`config.mk`:
```
export PLATFORM = sky130hd
export DESIGN_NAME = instr_encoder_loader_flat
export DESIGN_NICKNAME = d
export VERILOG_FILES = /design/src/rtl/calab_isa_pkg.sv /design/src/rtl/instr_encoder_loader_if.sv /design/src/rtl/instr_encoder.sv /design/src/rtl/instr_encoder_loader.sv /design/src/flat_wrapper.sv
export SDC_FILE = /design/constraint.sdc
export NUM_CORES = 1
export LEC_CHECK = 0
export CORE_MARGIN = 2
export CORE_UTILIZATION = 48
export DETAILED_ROUTE_END_ITERATION = 10
export GPL_TIMING_DRIVEN = 0
export PLACE_DENSITY_LB_ADDON = 0.1
export SLEW_MARGIN = 10
export SYNTH_ARGS = -nofsm -noshare
export SYNTH_HDL_FRONTEND = slang
export SYNTH_HIERARCHICAL = 1
export SYNTH_SLANG_ARGS = --single-unit
```
`constraint.sdc`:
```
create_clock -name clk -period 2.95 [get_ports clk]
set_input_delay 0.59 -clock clk [delete_from_list [all_inputs] [get_ports clk]]
set_output_delay 0.59 -clock clk [all_outputs]
set_load 0.03 [all_outputs]
```
`src/rtl/calab_isa_pkg.sv`:
```
// -----------------------------------------------------------------------------
// calab_isa_pkg
// Shared ISA definitions for the instruction encoder/loader:
//   - 32-bit word layout (field widths and bit positions)
//   - opcode values OP_NOP..OP_JMP
//   - symbolic mnemonic enum MN_NOP=0..MN_JMP=17 (values 18..31 are illegal)
//   - format classes used to select which fields go into the word
//   - mnem_info(): mnemonic -> {format, opcode}
//   - loader FSM state enum
// -----------------------------------------------------------------------------
package calab_isa_pkg;

  localparam int WORD_W = 32;
  localparam int OP_W   = 6;
  localparam int REG_W  = 5;
  localparam int IMM_W  = 16;
  localparam int MNEM_W = 5;

  // Field LSB positions; imm overlaps rs2 and the low bits, so a word carries
  // either rs2 (R-type) or imm (all other formats), never both.
  localparam int OP_LSB  = 26;
  localparam int RD_LSB  = 21;
  localparam int RS1_LSB = 16;
  localparam int RS2_LSB = 11;
  localparam int IMM_LSB = 0;

  localparam logic [OP_W-1:0] OP_NOP  = 6'd0;
  localparam logic [OP_W-1:0] OP_ADD  = 6'd1;
  localparam logic [OP_W-1:0] OP_SUB  = 6'd3;
  localparam logic [OP_W-1:0] OP_AND  = 6'd5;
  localparam logic [OP_W-1:0] OP_OR   = 6'd6;
  localparam logic [OP_W-1:0] OP_NOR  = 6'd7;
  localparam logic [OP_W-1:0] OP_XOR  = 6'd8;
  localparam logic [OP_W-1:0] OP_SLA  = 6'd9;
  localparam logic [OP_W-1:0] OP_SLL  = 6'd10;
  localparam logic [OP_W-1:0] OP_SRA  = 6'd11;
  localparam logic [OP_W-1:0] OP_SRL  = 6'd12;
  localparam logic [OP_W-1:0] OP_ADDI = 6'd32;
  localparam logic [OP_W-1:0] OP_SUBI = 6'd33;
  localparam logic [OP_W-1:0] OP_LD   = 6'd36;
  localparam logic [OP_W-1:0] OP_ST   = 6'd37;
  localparam logic [OP_W-1:0] OP_BEZ  = 6'd40;
  localparam logic [OP_W-1:0] OP_BNE  = 6'd41;
  localparam logic [OP_W-1:0] OP_JMP  = 6'd42;

  typedef enum logic [MNEM_W-1:0] {
    MN_NOP  = 5'd0,
    MN_ADD  = 5'd1,
    MN_SUB  = 5'd2,
    MN_AND  = 5'd3,
    MN_OR   = 5'd4,
    MN_NOR  = 5'd5,
    MN_XOR  = 5'd6,
    MN_SLA  = 5'd7,
    MN_SLL  = 5'd8,
    MN_SRA  = 5'd9,
    MN_SRL  = 5'd10,
    MN_ADDI = 5'd11,
    MN_SUBI = 5'd12,
    MN_LD   = 5'd13,
    MN_ST   = 5'd14,
    MN_BEZ  = 5'd15,
    MN_BNE  = 5'd16,
    MN_JMP  = 5'd17
  } mnem_e;

  typedef enum logic [2:0] {
    FMT_NOP,  // all-zero word
    FMT_R,    // op, rd, rs1, rs2
    FMT_I,    // op, rd, rs1, imm
    FMT_ST,   // op, rd (value reg), rs1 (base), imm
    FMT_BR,   // op, rs1, imm; rd forced to 0
    FMT_J,    // op, imm; [25:16] forced to 0
    FMT_ILL   // not a defined mnemonic
  } fmt_e;

  typedef struct packed {
    fmt_e            fmt;
    logic [OP_W-1:0] op;
  } mnem_info_t;

  typedef enum logic [1:0] {
    ST_IDLE,
    ST_LOAD,
    ST_WRITE,
    ST_DONE
  } load_state_e;

  function automatic mnem_info_t mnem_info(input logic [MNEM_W-1:0] mnem);
    mnem_info_t info;
    info = '{fmt: FMT_ILL, op: OP_NOP};
    case (mnem)
      MN_NOP:  info = '{fmt: FMT_NOP, op: OP_NOP};
      MN_ADD:  info = '{fmt: FMT_R,   op: OP_ADD};
      MN_SUB:  info = '{fmt: FMT_R,   op: OP_SUB};
      MN_AND:  info = '{fmt: FMT_R,   op: OP_AND};
      MN_OR:   info = '{fmt: FMT_R,   op: OP_OR};
      MN_NOR:  info = '{fmt: FMT_R,   op: OP_NOR};
      MN_XOR:  info = '{fmt: FMT_R,   op: OP_XOR};
      MN_SLA:  info = '{fmt: FMT_R,   op: OP_SLA};
      MN_SLL:  info = '{fmt: FMT_R,   op: OP_SLL};
      MN_SRA:  info = '{fmt: FMT_R,   op: OP_SRA};
      MN_SRL:  info = '{fmt: FMT_R,   op: OP_SRL};
      MN_ADDI: info = '{fmt: FMT_I,   op: OP_ADDI};
      MN_SUBI: info = '{fmt: FMT_I,   op: OP_SUBI};
      MN_LD:   info = '{fmt: FMT_I,   op: OP_LD};
      MN_ST:   info = '{fmt: FMT_ST,  op: OP_ST};
      MN_BEZ:  info = '{fmt: FMT_BR,  op: OP_BEZ};
      MN_BNE:  info = '{fmt: FMT_BR,  op: OP_BNE};
      MN_JMP:  info = '{fmt: FMT_J,   op: OP_JMP};
      default: info = '{fmt: FMT_ILL, op: OP_NOP};
    endcase
    return info;
  endfunction

endpackage

```
`src/rtl/instr_encoder_loader_if.sv`:
```
// -----------------------------------------------------------------------------
// instr_encoder_loader_if
// Bundles the symbolic command stream (valid/ready) and the instruction-memory
// write port (req/ack) of the loader.
//   slave  : the loader (consumes commands, issues memory writes)
//   master : the environment (produces commands, acknowledges writes)
// -----------------------------------------------------------------------------
interface instr_encoder_loader_if #(
  parameter int ADDR_W = 10
);
  import calab_isa_pkg::*;

  // Command stream
  logic              cmd_valid;
  logic              cmd_ready;
  logic [MNEM_W-1:0] cmd_mnem;
  logic [REG_W-1:0]  cmd_rd;
  logic [REG_W-1:0]  cmd_rs1;
  logic [REG_W-1:0]  cmd_rs2;
  logic [IMM_W-1:0]  cmd_imm;
  logic              cmd_last;

  // Instruction-memory write port
  logic              imem_req;
  logic [ADDR_W-1:0] imem_addr;
  logic [WORD_W-1:0] imem_wdata;
  logic              imem_ack;

  modport slave (
    input  cmd_valid, cmd_mnem, cmd_rd, cmd_rs1, cmd_rs2, cmd_imm, cmd_last,
    output cmd_ready,
    output imem_req, imem_addr, imem_wdata,
    input  imem_ack
  );

  modport master (
    output cmd_valid, cmd_mnem, cmd_rd, cmd_rs1, cmd_rs2, cmd_imm, cmd_last,
    input  cmd_ready,
    input  imem_req, imem_addr, imem_wdata,
    output imem_ack
  );

endinterface

```
`src/rtl/instr_encoder.sv`:
```
// -----------------------------------------------------------------------------
// instr_encoder
// Pure combinational: symbolic mnemonic + register/immediate fields -> 32-bit
// ISA word, plus a legal flag. Illegal mnemonics yield word=0, legal=0.
// Ports:
//   mnem       in   mnemonic code (mnem_e values; >17 illegal)
//   rd/rs1/rs2 in   register fields
//   imm        in   16-bit immediate / branch offset
//   word       out  encoded instruction
//   legal      out  mnemonic is defined
// -----------------------------------------------------------------------------
module instr_encoder
  import calab_isa_pkg::*;
(
  input  logic [MNEM_W-1:0] mnem,
  input  logic [REG_W-1:0]  rd,
  input  logic [REG_W-1:0]  rs1,
  input  logic [REG_W-1:0]  rs2,
  input  logic [IMM_W-1:0]  imm,
  output logic [WORD_W-1:0] word,
  output logic              legal
);

  mnem_info_t info;

  assign info = mnem_info(mnem);

  always_comb begin
    // NOTE: every output gets a default before the case, so no path through
    // the block leaves a signal unassigned and no latch is inferred.
    word  = '0;
    legal = 1'b1;
    case (info.fmt)
      FMT_R: begin
        word[OP_LSB  +: OP_W]  = info.op;
        word[RD_LSB  +: REG_W] = rd;
        word[RS1_LSB +: REG_W] = rs1;
        word[RS2_LSB +: REG_W] = rs2;
      end
      FMT_I, FMT_ST: begin
        word[OP_LSB  +: OP_W]  = info.op;
        word[RD_LSB  +: REG_W] = rd;
        word[RS1_LSB +: REG_W] = rs1;
        word[IMM_LSB +: IMM_W] = imm;
      end
      FMT_BR: begin
        // Branches compare rs1 only; the rd field is left zero.
        word[OP_LSB  +: OP_W]  = info.op;
        word[RS1_LSB +: REG_W] = rs1;
        word[IMM_LSB +: IMM_W] = imm;
      end
      FMT_J: begin
        word[OP_LSB  +: OP_W]  = info.op;
        word[IMM_LSB +: IMM_W] = imm;
      end
      FMT_NOP: ;
      default: legal = 1'b0;
    endcase
  end

endmodule

```
`src/rtl/instr_encoder_loader.sv`:
```
// -----------------------------------------------------------------------------
// instr_encoder_loader
// Accepts symbolic instructions over a valid/ready stream, encodes each into a
// 32-bit ISA word and writes the words to consecutive instruction-memory
// addresses starting at BASE_ADDR over a req/ack port.
// Ports:
//   clk, rst_n  clock / synchronous active-low reset
//   start       begin a load (honoured only in IDLE/DONE)
//   bus         command stream + imem write port (slave side)
//   busy        FSM in LOAD or WRITE
//   done        load finished (level)
//   overflow    DEPTH words written before cmd_last
//   err_count   illegal mnemonics dropped (saturating)
//   word_count  words written this load
// -----------------------------------------------------------------------------
module instr_encoder_loader
  import calab_isa_pkg::*;
#(
  parameter int ADDR_W    = 10,
  parameter int BASE_ADDR = 0,
  parameter int DEPTH     = 1024,
  parameter int ERR_W     = 8
) (
  input  logic                 clk,
  input  logic                 rst_n,
  input  logic                 start,
  instr_encoder_loader_if.slave bus,
  output logic                 busy,
  output logic                 done,
  output logic                 overflow,
  output logic [ERR_W-1:0]     err_count,
  output logic [ADDR_W:0]      word_count
);

  localparam logic [ADDR_W-1:0] BASE  = ADDR_W'(BASE_ADDR);
  localparam logic [ADDR_W:0]   LIMIT = (ADDR_W + 1)'(DEPTH);

  load_state_e       state_q, state_nxt;
  logic [WORD_W-1:0] enc_word;
  logic              enc_legal;
  logic [WORD_W-1:0] wdata_q;
  logic              last_q;
  logic [ADDR_W-1:0] addr_q;
  logic [ADDR_W:0]   wcnt_q;
  logic [ERR_W-1:0]  err_q;
  logic              ovf_q;

  logic start_ok;
  logic cmd_fire;
  logic ack_fire;
  logic cap_hit;

  instr_encoder u_enc (
    .mnem  (bus.cmd_mnem),
    .rd    (bus.cmd_rd),
    .rs1   (bus.cmd_rs1),
    .rs2   (bus.cmd_rs2),
    .imm   (bus.cmd_imm),
    .word  (enc_word),
    .legal (enc_legal)
  );

  assign start_ok = start && (state_q == ST_IDLE || state_q == ST_DONE);
  assign cmd_fire = (state_q == ST_LOAD) && bus.cmd_valid;
  assign ack_fire = (state_q == ST_WRITE) && bus.imem_ack;
  // The write being acknowledged is the DEPTH-th of this load.
  assign cap_hit  = (wcnt_q + 1'b1) == LIMIT;

  // State register
  always_ff @(posedge clk) begin
    // NOTE: sequential state uses non-blocking assignments so every register
    // samples pre-edge values regardless of process ordering.
    if (!rst_n) state_q <= ST_IDLE;
    else        state_q <= state_nxt;
  end

  // Next-state logic
  always_comb begin
    state_nxt = state_q;
    case (state_q)
      ST_IDLE:  if (start) state_nxt = ST_LOAD;
      ST_LOAD: begin
        if (cmd_fire) begin
          if (enc_legal)         state_nxt = ST_WRITE;
          else if (bus.cmd_last) state_nxt = ST_DONE;
        end
      end
      ST_WRITE: begin
        if (ack_fire) begin
          if (last_q || cap_hit) state_nxt = ST_DONE;
          else                   state_nxt = ST_LOAD;
        end
      end
      ST_DONE:  if (start) state_nxt = ST_LOAD;
      default:  state_nxt = ST_IDLE;
    endcase
  end

  // State-decoded outputs
  always_comb begin
    bus.cmd_ready = (state_q == ST_LOAD);
    bus.imem_req  = (state_q == ST_WRITE);
    busy          = (state_q == ST_LOAD) || (state_q == ST_WRITE);
    done          = (state_q == ST_DONE);
  end

  // Datapath: latched word, address, counters, flags
  always_ff @(posedge clk) begin
    if (!rst_n) begin
      wdata_q <= '0;
      last_q  <= 1'b0;
      addr_q  <= BASE;
      wcnt_q  <= '0;
      err_q   <= '0;
      ovf_q   <= 1'b0;
    end else begin
      if (start_ok) begin
        addr_q <= BASE;
        wcnt_q <= '0;
        err_q  <= '0;
        ovf_q  <= 1'b0;
      end
      if (cmd_fire) begin
        if (enc_legal) begin
          wdata_q <= enc_word;
          last_q  <= bus.cmd_last;
        end else if (err_q != '1) begin
          err_q <= err_q + 1'b1;
        end
      end
      if (ack_fire) begin
        wcnt_q <= wcnt_q + 1'b1;
        // Hold the address on the final-capacity write so it never steps
        // past BASE_ADDR+DEPTH-1 (and never wraps for a full-range load).
        if (!cap_hit) addr_q <= addr_q + 1'b1;
        // cmd_last wins over capacity: a full program that ends exactly at
        // DEPTH is not an overflow.
        if (cap_hit && !last_q) ovf_q <= 1'b1;
      end
    end
  end

  assign bus.imem_addr  = addr_q;
  assign bus.imem_wdata = wdata_q;
  assign overflow       = ovf_q;
  assign err_count      = err_q;
  assign word_count     = wcnt_q;

endmodule

```
`src/flat_wrapper.sv`:
```
// flat-port wrapper written by rule: the top's interface ports become plain ports
module instr_encoder_loader_flat import calab_isa_pkg::*;
#(
  parameter int ADDR_W    = 10,
  parameter int BASE_ADDR = 0,
  parameter int DEPTH     = 1024,
  parameter int ERR_W     = 8
)
  (clk, rst_n, start, busy, done, overflow, err_count, word_count, bus_cmd_valid, bus_cmd_mnem, bus_cmd_rd, bus_cmd_rs1, bus_cmd_rs2, bus_cmd_imm, bus_cmd_last, bus_cmd_ready, bus_imem_req, bus_imem_addr, bus_imem_wdata, bus_imem_ack);
  instr_encoder_loader_if #(.ADDR_W(ADDR_W)) bus_i ();
  input  logic clk;
  input  logic rst_n;
  input  logic start;
  output logic busy;
  output logic done;
  output logic overflow;
  output logic [ERR_W-1:0] err_count;
  output logic [ADDR_W:0] word_count;
  input wire logic [$bits(bus_i.cmd_valid)-1:0] bus_cmd_valid;
  input wire logic [$bits(bus_i.cmd_mnem)-1:0] bus_cmd_mnem;
  input wire logic [$bits(bus_i.cmd_rd)-1:0] bus_cmd_rd;
  input wire logic [$bits(bus_i.cmd_rs1)-1:0] bus_cmd_rs1;
  input wire logic [$bits(bus_i.cmd_rs2)-1:0] bus_cmd_rs2;
  input wire logic [$bits(bus_i.cmd_imm)-1:0] bus_cmd_imm;
  input wire logic [$bits(bus_i.cmd_last)-1:0] bus_cmd_last;
  output wire logic [$bits(bus_i.cmd_ready)-1:0] bus_cmd_ready;
  output wire logic [$bits(bus_i.imem_req)-1:0] bus_imem_req;
  output wire logic [$bits(bus_i.imem_addr)-1:0] bus_imem_addr;
  output wire logic [$bits(bus_i.imem_wdata)-1:0] bus_imem_wdata;
  input wire logic [$bits(bus_i.imem_ack)-1:0] bus_imem_ack;
  assign bus_i.cmd_valid = bus_cmd_valid;
  assign bus_i.cmd_mnem = bus_cmd_mnem;
  assign bus_i.cmd_rd = bus_cmd_rd;
  assign bus_i.cmd_rs1 = bus_cmd_rs1;
  assign bus_i.cmd_rs2 = bus_cmd_rs2;
  assign bus_i.cmd_imm = bus_cmd_imm;
  assign bus_i.cmd_last = bus_cmd_last;
  assign bus_cmd_ready = bus_i.cmd_ready;
  assign bus_imem_req = bus_i.imem_req;
  assign bus_imem_addr = bus_i.imem_addr;
  assign bus_imem_wdata = bus_i.imem_wdata;
  assign bus_i.imem_ack = bus_imem_ack;
  instr_encoder_loader #(.ADDR_W(ADDR_W), .BASE_ADDR(BASE_ADDR), .DEPTH(DEPTH), .ERR_W(ERR_W)) u_core (.clk(clk), .rst_n(rst_n), .start(start), .bus(bus_i), .busy(busy), .done(done), .overflow(overflow), .err_count(err_count), .word_count(word_count));
endmodule
```
* After elaboration in Yosys (flattened, before gate mapping)
Memories as Yosys holds them, arrays and structs flattened.
Cells that the tools add are included.
** Word-level totals
- Register bits :: 65
- Latch bits :: 0
- RAM bits :: 0
- ROM bits :: 256
- Input bits :: 42
- Output and inout bits :: 66
- Memories :: 1
** Cells by class
- $add $sub $neg :: 3
- Multipliers :: 0
- Div/mod/pow operators :: 0
- Magnitude comparators :: 0
- Equality and inequality tests :: 14
- Shift operators :: 0
- Multiplexer cells :: 25
- Bitwise operators :: 0
- Reduce and logical (&&, ||, !) cells :: 19
** Memory list
- (no name shown) :: depth 32, bits a word 8, rd ports 1, clocked after memory_dff 0, write ports 0, RTL line calab_isa_pkg.sv:92 : case (mnem)
** Operators by type and width (number)
- $mux W11 :: 3
- $mux W8 :: 4
- $mux W10 :: 3
- $mux W2 :: 6
- $add A11 B1 Y11 const B :: 1
- $eq A11 B11 Y1 const B :: 1
- $add A10 B1 Y10 const B :: 1
- $mux W5 :: 2
- $pmux W5 S2 :: 1
- $add A8 B1 Y8 const B :: 1
- $ne A8 B8 Y1 const B :: 1
- $reduce_or A4 Y1 :: 2
- $eq A3 B2 Y1 const B :: 2
- $eq A3 B3 Y1 const B :: 2
- $mux W6 :: 1
- $ne A2 B1 Y1 const B :: 3
- $pmux W2 S3 :: 1
- $reduce_or A6 Y1 :: 1
- $reduce_or A5 Y1 :: 1
- $eq A2 B2 Y1 const B :: 2
- $logic_and A1 B1 Y1 :: 4
- $mux W1 :: 4
- $reduce_and A4 Y1 :: 1
- $eq A3 B1 Y1 const B :: 1
- other kinds (10) :: 12

* Depth between registers and ports, before layout
- Word-level depth :: 7
- Depth in mapped cells :: 10
- Gate-level depth less buffers :: 10

* By module
The synthesis kept the hierarchy.
** Modules (own cells, without submodules)
- instr_encoder_loader :: instances 1, cells each 368, area an instance 2942.8 µm², seq. area each 1301.2 µm²
- instr_encoder :: instances 1, cells each 91, area an instance 684.4 µm², seq. area each 0.0 µm²

* Worst setup path before layout
OpenSTA, ideal clock, no wires.
- Kind :: in2reg
- Start point :: in bus_cmd_mnem[0]
- End point :: reg u_core.err_q[7], in the netlist u_core/err_count[7]
- Setup time :: 70 ps
- Arrival :: 2459 ps
- Data required time :: 2880 ps
- Path slack :: 420 ps
- Cell stages on the path :: 8
- Path through :: ha_1 -> nor2b_1 -> a21oi_1 -> or2_2 -> and3b_1 -> o31ai_1 -> or4_1 -> a21oi_1
** Between the ends
- Longest elaborated chain between the ends :: 6
** RTL lines
- start: declaration :: RTL line flat_wrapper.sv:20 : input wire logic [$bits(bus_i.cmd_mnem)-1:0] bus_cmd_mnem;
- $mem_v2 Z32 W8 *
- $eq A3 B3 Y1, or another cell as far along :: RTL line instr_encoder.sv:33 : case (info.fmt)
- $reduce_or A6 Y1 (no line) *
- $mux W1 * :: RTL line instr_encoder.sv:33
- via u_core.enc_legal :: RTL line instr_encoder_loader.sv:40 : logic enc_legal;
- $mux W8 * :: RTL line instr_encoder_loader.sv:124 : if (enc_legal) begin
- $mux W8 * :: RTL line instr_encoder_loader.sv:123 : if (cmd_fire) begin
- end signal: assignment :: RTL line instr_encoder_loader.sv:128 : err_q <= err_q + 1'b1;
- end: declaration :: RTL line instr_encoder_loader.sv:45 : logic [ERR_W-1:0] err_q;
Mark *: on every way through the listed nets, which the timed path passes. The rest lies on a longest branch.
A chain may end at the register's enable or synchronous reset.

* Worst setup path after layout
- Start point :: in bus_cmd_mnem[2]
- End point :: reg u_core.err_q[7], in the netlist u_core/err_count[7]
The elaborated chain is that of the path after synthesis.

==> reports/qor.csv <==
stage,metric,value,unit
global_route,antenna_found_initial,0,
clock_network,path_clk_slew,0.08,ns
die,core.rowCount,31,
timing,clock_skew,0.01171,ns
global_route,gr-usage-met3,7.303,%
timing,hold_viol,0,
logic_synthesis,syn_area,0.003627,sq mm
logic_synthesis,ys.flop_type,dfxtp_1,
detailed_routing,first_pass_iters,4,
logic_synthesis,async_reset_ff_share,0,%
run_status,status,finished clean,
critical_path,worstRegToRegCells,8,
logic_synthesis,synth_compound_area_share,22.94,%
place,port_buffers,105,
global_route,grt_pass1_wl,15.67,mm
critical_path,critPathKind,in2reg,
global_route,grtUsageTotal,23.21,%
detailed_routing,ant_nets,0,
timing,tightestPinTransition,0.5865,ns
timing,max_freq,353.9,MHz
logic_synthesis,synthAdderAreaFrac,4.139,%
critical_path,crit_arrival,3.10,ns
power_and_ir_drop,p_leak,0.001839,uW
clock_network,holdBufCountCts,0,
cells_and_area,area_growth,37.88,%
timing,max_slew_margin,60.67,%
cells_and_area,diodes,0,
cells_and_area,layout-drive-gt1-share,10.36,%
logic_synthesis,synth-edff-count,0,
place,dp_cells,663,
logic_synthesis,yosysSeqAreaShare,35.87,%
die,coreArea,0.007292,sq mm
clock_network,cts_root_buffer,clkbuf_8,
place,dpl-instance-area,0.004802,sq mm
cells_and_area,fin_nets,628,
timing,setup_viol,0,
place,place.gp.congestion,0.9021,
logic_synthesis,synth_top_family_by_area,simple AND/OR/NAND/NOR gates,
clock_network,cts_tree,yes,
logic_synthesis,yosys.area_share.simple,29.18,%
power_and_ir_drop,powerDensity,483.4,mW/mm^2
logic_synthesis,yosysWarningCount,6,
detailed_routing,drt_iter0_drc,129,
logic_synthesis,ys_seq_elements,65,
timing,grt_setup_unrepaired,false,
logic_synthesis,avgSynthCellArea,7.902,sq um
worst_hold_path,hp-class,reg2reg,
clock_network,clkSinkCount,65,
worst_hold_path,min_from,u_core/bus.imem_wdata[10]$_SDFFE_PN0P_,
cells_and_area,instances_no_fill,678,
global_route,first_global_vias,3407,
detailed_routing,wl_per_cell,14.13,microns
logic_synthesis,synthMuxAreaShare,1.345,%
die,io_pins,108,
critical_path,reg2reg_to,u_core/bus.imem_addr[3]$_SDFF_PN0_,
detailed_routing,vias,3676,
critical_path,reg2reg_slack,0.42,ns
timing,hold_ws,0.4566,ns
global_route,top_usage_layer,met2,
timing,period_minus_slack,2.826,ns
logic_synthesis,synth_nets,513,
timing,drv_slew,0,
detailed_routing,wl,9.580,mm
clock_network,cts_buffers,9,
clock_network,cts_buffer_depth,2,
logic_synthesis,ys_types,69,
timing,finalCritPeriodShare,95.79,%
power_and_ir_drop,irDropWorstVdd,0.3144,mV
detailed_routing,drc,0,
global_route,grt_util_met2,37.16,%
die,fp.dieH,90.93,microns
critical_path,worstSetupEndpointType,flip-flop,
clock_network,htreeDepth,3,
job,max_cap_viol_count,0,
worst_hold_path,whs_path_depth,2,
place,dp_hpwl,7.052,mm
critical_path,worst_setup_path_start_kind,primary input,
die,die_w,90.93,microns
global_route,grt_max_degree,12,
clock_network,clk_latency,0.34,ns
global_route,grt_overflow,0,
critical_path,cp.required,3.23,ns
die,start_util,49.74,%
logic_synthesis,syn_inst,459,
logic_synthesis,synth_xor_area_share,1.449,%
global_route,grt_util_met1,29.93,%
critical_path,critPathMaxFanout,10,
detailed_routing,vias_per_cell,5.422,
cells_and_area,fin_area,0.005001,sq mm
die,die_area,0.008268,sq mm
worst_hold_path,min_to,u_core/bus.imem_wdata[10]$_SDFFE_PN0P_,
critical_path,r2r-start,u_core/word_count[1]$_SDFFE_PN0P_,
==> per-stage QoR <==
stage	total power [uW]	util, %	worst slack [ns]	TNS (ns)
after floorplan	1435	-	0.4205	0
after global placement	1684	65.85	-0.4440	-5.853
after detailed placement	1698	65.85	-0.4900	-7.761
after CTS	2439	68.51	0.06871	0
after global routing	2555	68.58	0.001779	0
final	2418	68.58	0.1241	0
==> cells in the mapped netlist (all sizes together), types with 2 or more instances <==
library cell | number | share of area (%)
a22o | 8 | 2.0
a311oi | 5 | 1.2
nand3b | 2 | 0.41
inv | 10 | 1.0
xnor2 | 3 | 0.72
a21oi | 56 | 7.7
or4b | 2 | 0.66
nor3b | 7 | 1.4
nand2b | 2 | 0.34
and3b | 2 | 0.48
o21ai | 19 | 3.0
nor4 | 3 | 0.52
o211ai | 6 | 1.2
xor2 | 3 | 0.72
and2 | 21 | 3.7
a31oi | 3 | 0.69
mux2 | 2 | 0.72
nor3 | 5 | 1.0
nand4 | 2 | 0.34
nand2 | 95 | 9.9
ha | 12 | 4.1
dfxtp | 65 | 36
or3 | 3 | 0.66
a22oi | 4 | 0.97
o21a | 2 | 0.41
buf | 10 | 2.3
clkbuf | 16 | 1.7
nand3 | 17 | 2.5
nor2 | 32 | 3.4
a211oi | 2 | 0.76
or2 | 3 | 0.52
a211o | 2 | 0.48
and3 | 11 | 2.0
nor2b | 5 | 0.86
o32ai | 2 | 0.69
a221o | 5 | 1.5
==> routing by layer <==
| metal | vias to the layer above | wire length, microns |
|---|---|---|
| li1 | 1838 | - |
| met1 | 1701 | 4305 |
| met2 | 131 | 4471 |
| met3 | 6 | 719 |
| met4 | 0 | 84 |
| met5 | - | 0 |
==> registers in the layout (all words and copies together), names as in the netlist <==
register / flops
u_core/state_q: 2
u_core/word_count: 11
u_core/last_q: 1
u_core/bus.imem_wdata: 32
u_core/overflow: 1
u_core/bus.imem_addr: 10
u_core/err_count: 8
==> where the power goes <==
part	switching (uW)	internal [uW]	leakage (uW)
clock network	344	389	0.0000933
registers	29.2	912	0.000524
logic	465	278	0.00122
==> final cells by class <==
type                       count  area [sq um]
clock buffer                  11         131.4
inverter                      10         37.54
buffer                        25         138.9
multi-input combinational    358          2156
sequential                    65          1301
fill                         655          2291
tap                           99         123.9
clock inverter                 5         56.30
timing repair buffer         105          1056
==> cell usage in the layout, fill, tap and decap left out, drive strengths merged, types with 3 or more instances in the layout <==
master	n
clkdlybuf4s50	103
nand2	95
dfxtp	65
a21oi	56
nor2	32
clkbuf	26
and2	21
o21ai	19
nand3	17
ha	12
and3	11
inv	10
buf	10
a22o	8
nor3b	7
o211ai	6
a311oi	5
nor2b	5
nor3	5
a221o	5
a22oi	4
nor4	3
xnor2	3
xor2	3
or2	3
clkinv	3
a31oi	3
or3	3
==> worst max-delay path by stage <==
stage / end / depth (start not counted) / start
global placement: u_core/err_count[7]$_SDFF_PN0_ / 9 / bus_cmd_mnem[1]
floorplan: u_core/err_count[7]$_SDFF_PN0_ / 8 / bus_cmd_mnem[0]
CTS: u_core/err_count[7]$_SDFF_PN0_ / 9 / bus_cmd_mnem[0]
detailed placement: u_core/err_count[3]$_SDFF_PN0_ / 11 / bus_cmd_mnem[1]
global route: u_core/err_count[7]$_SDFF_PN0_ / 8 / bus_cmd_mnem[2]
finish: u_core/err_count[7]$_SDFF_PN0_ / 8 / bus_cmd_mnem[2]
==> worst max-delay path, cell delays in order <==
cell and delay [ns]:
clkdlybuf4s50_1 0.56, buf_2 0.26, o21ba_2 0.20, or2_2 0.33, and3b_1 0.30, o31ai_2 0.17
or4_1 0.53, a21oi_1 0.15
==> cell families (layout without fill, tap and decap cells) <==
group / count (synthesis) / count (layout)
and+or+nand+nor: 214 / 214
AOI/OAI and AO/OA: 122 / 122
DFF: 65 / 65
buffers and inverters: 36 / 156
adders and majority gates: 12 / 12
xor gates and xnor gates: 6 / 6
muxes: 3 / 3
other: 1 / 1
==> what timing repair did <==
action,4_1_cts,5_1_grt
gates resized for setup,3,2
setup buffers,0,0
pin swaps,0,0
endpoints found under the setup margin,5,18
Note: power is estimated with default switching activity, not from simulation.
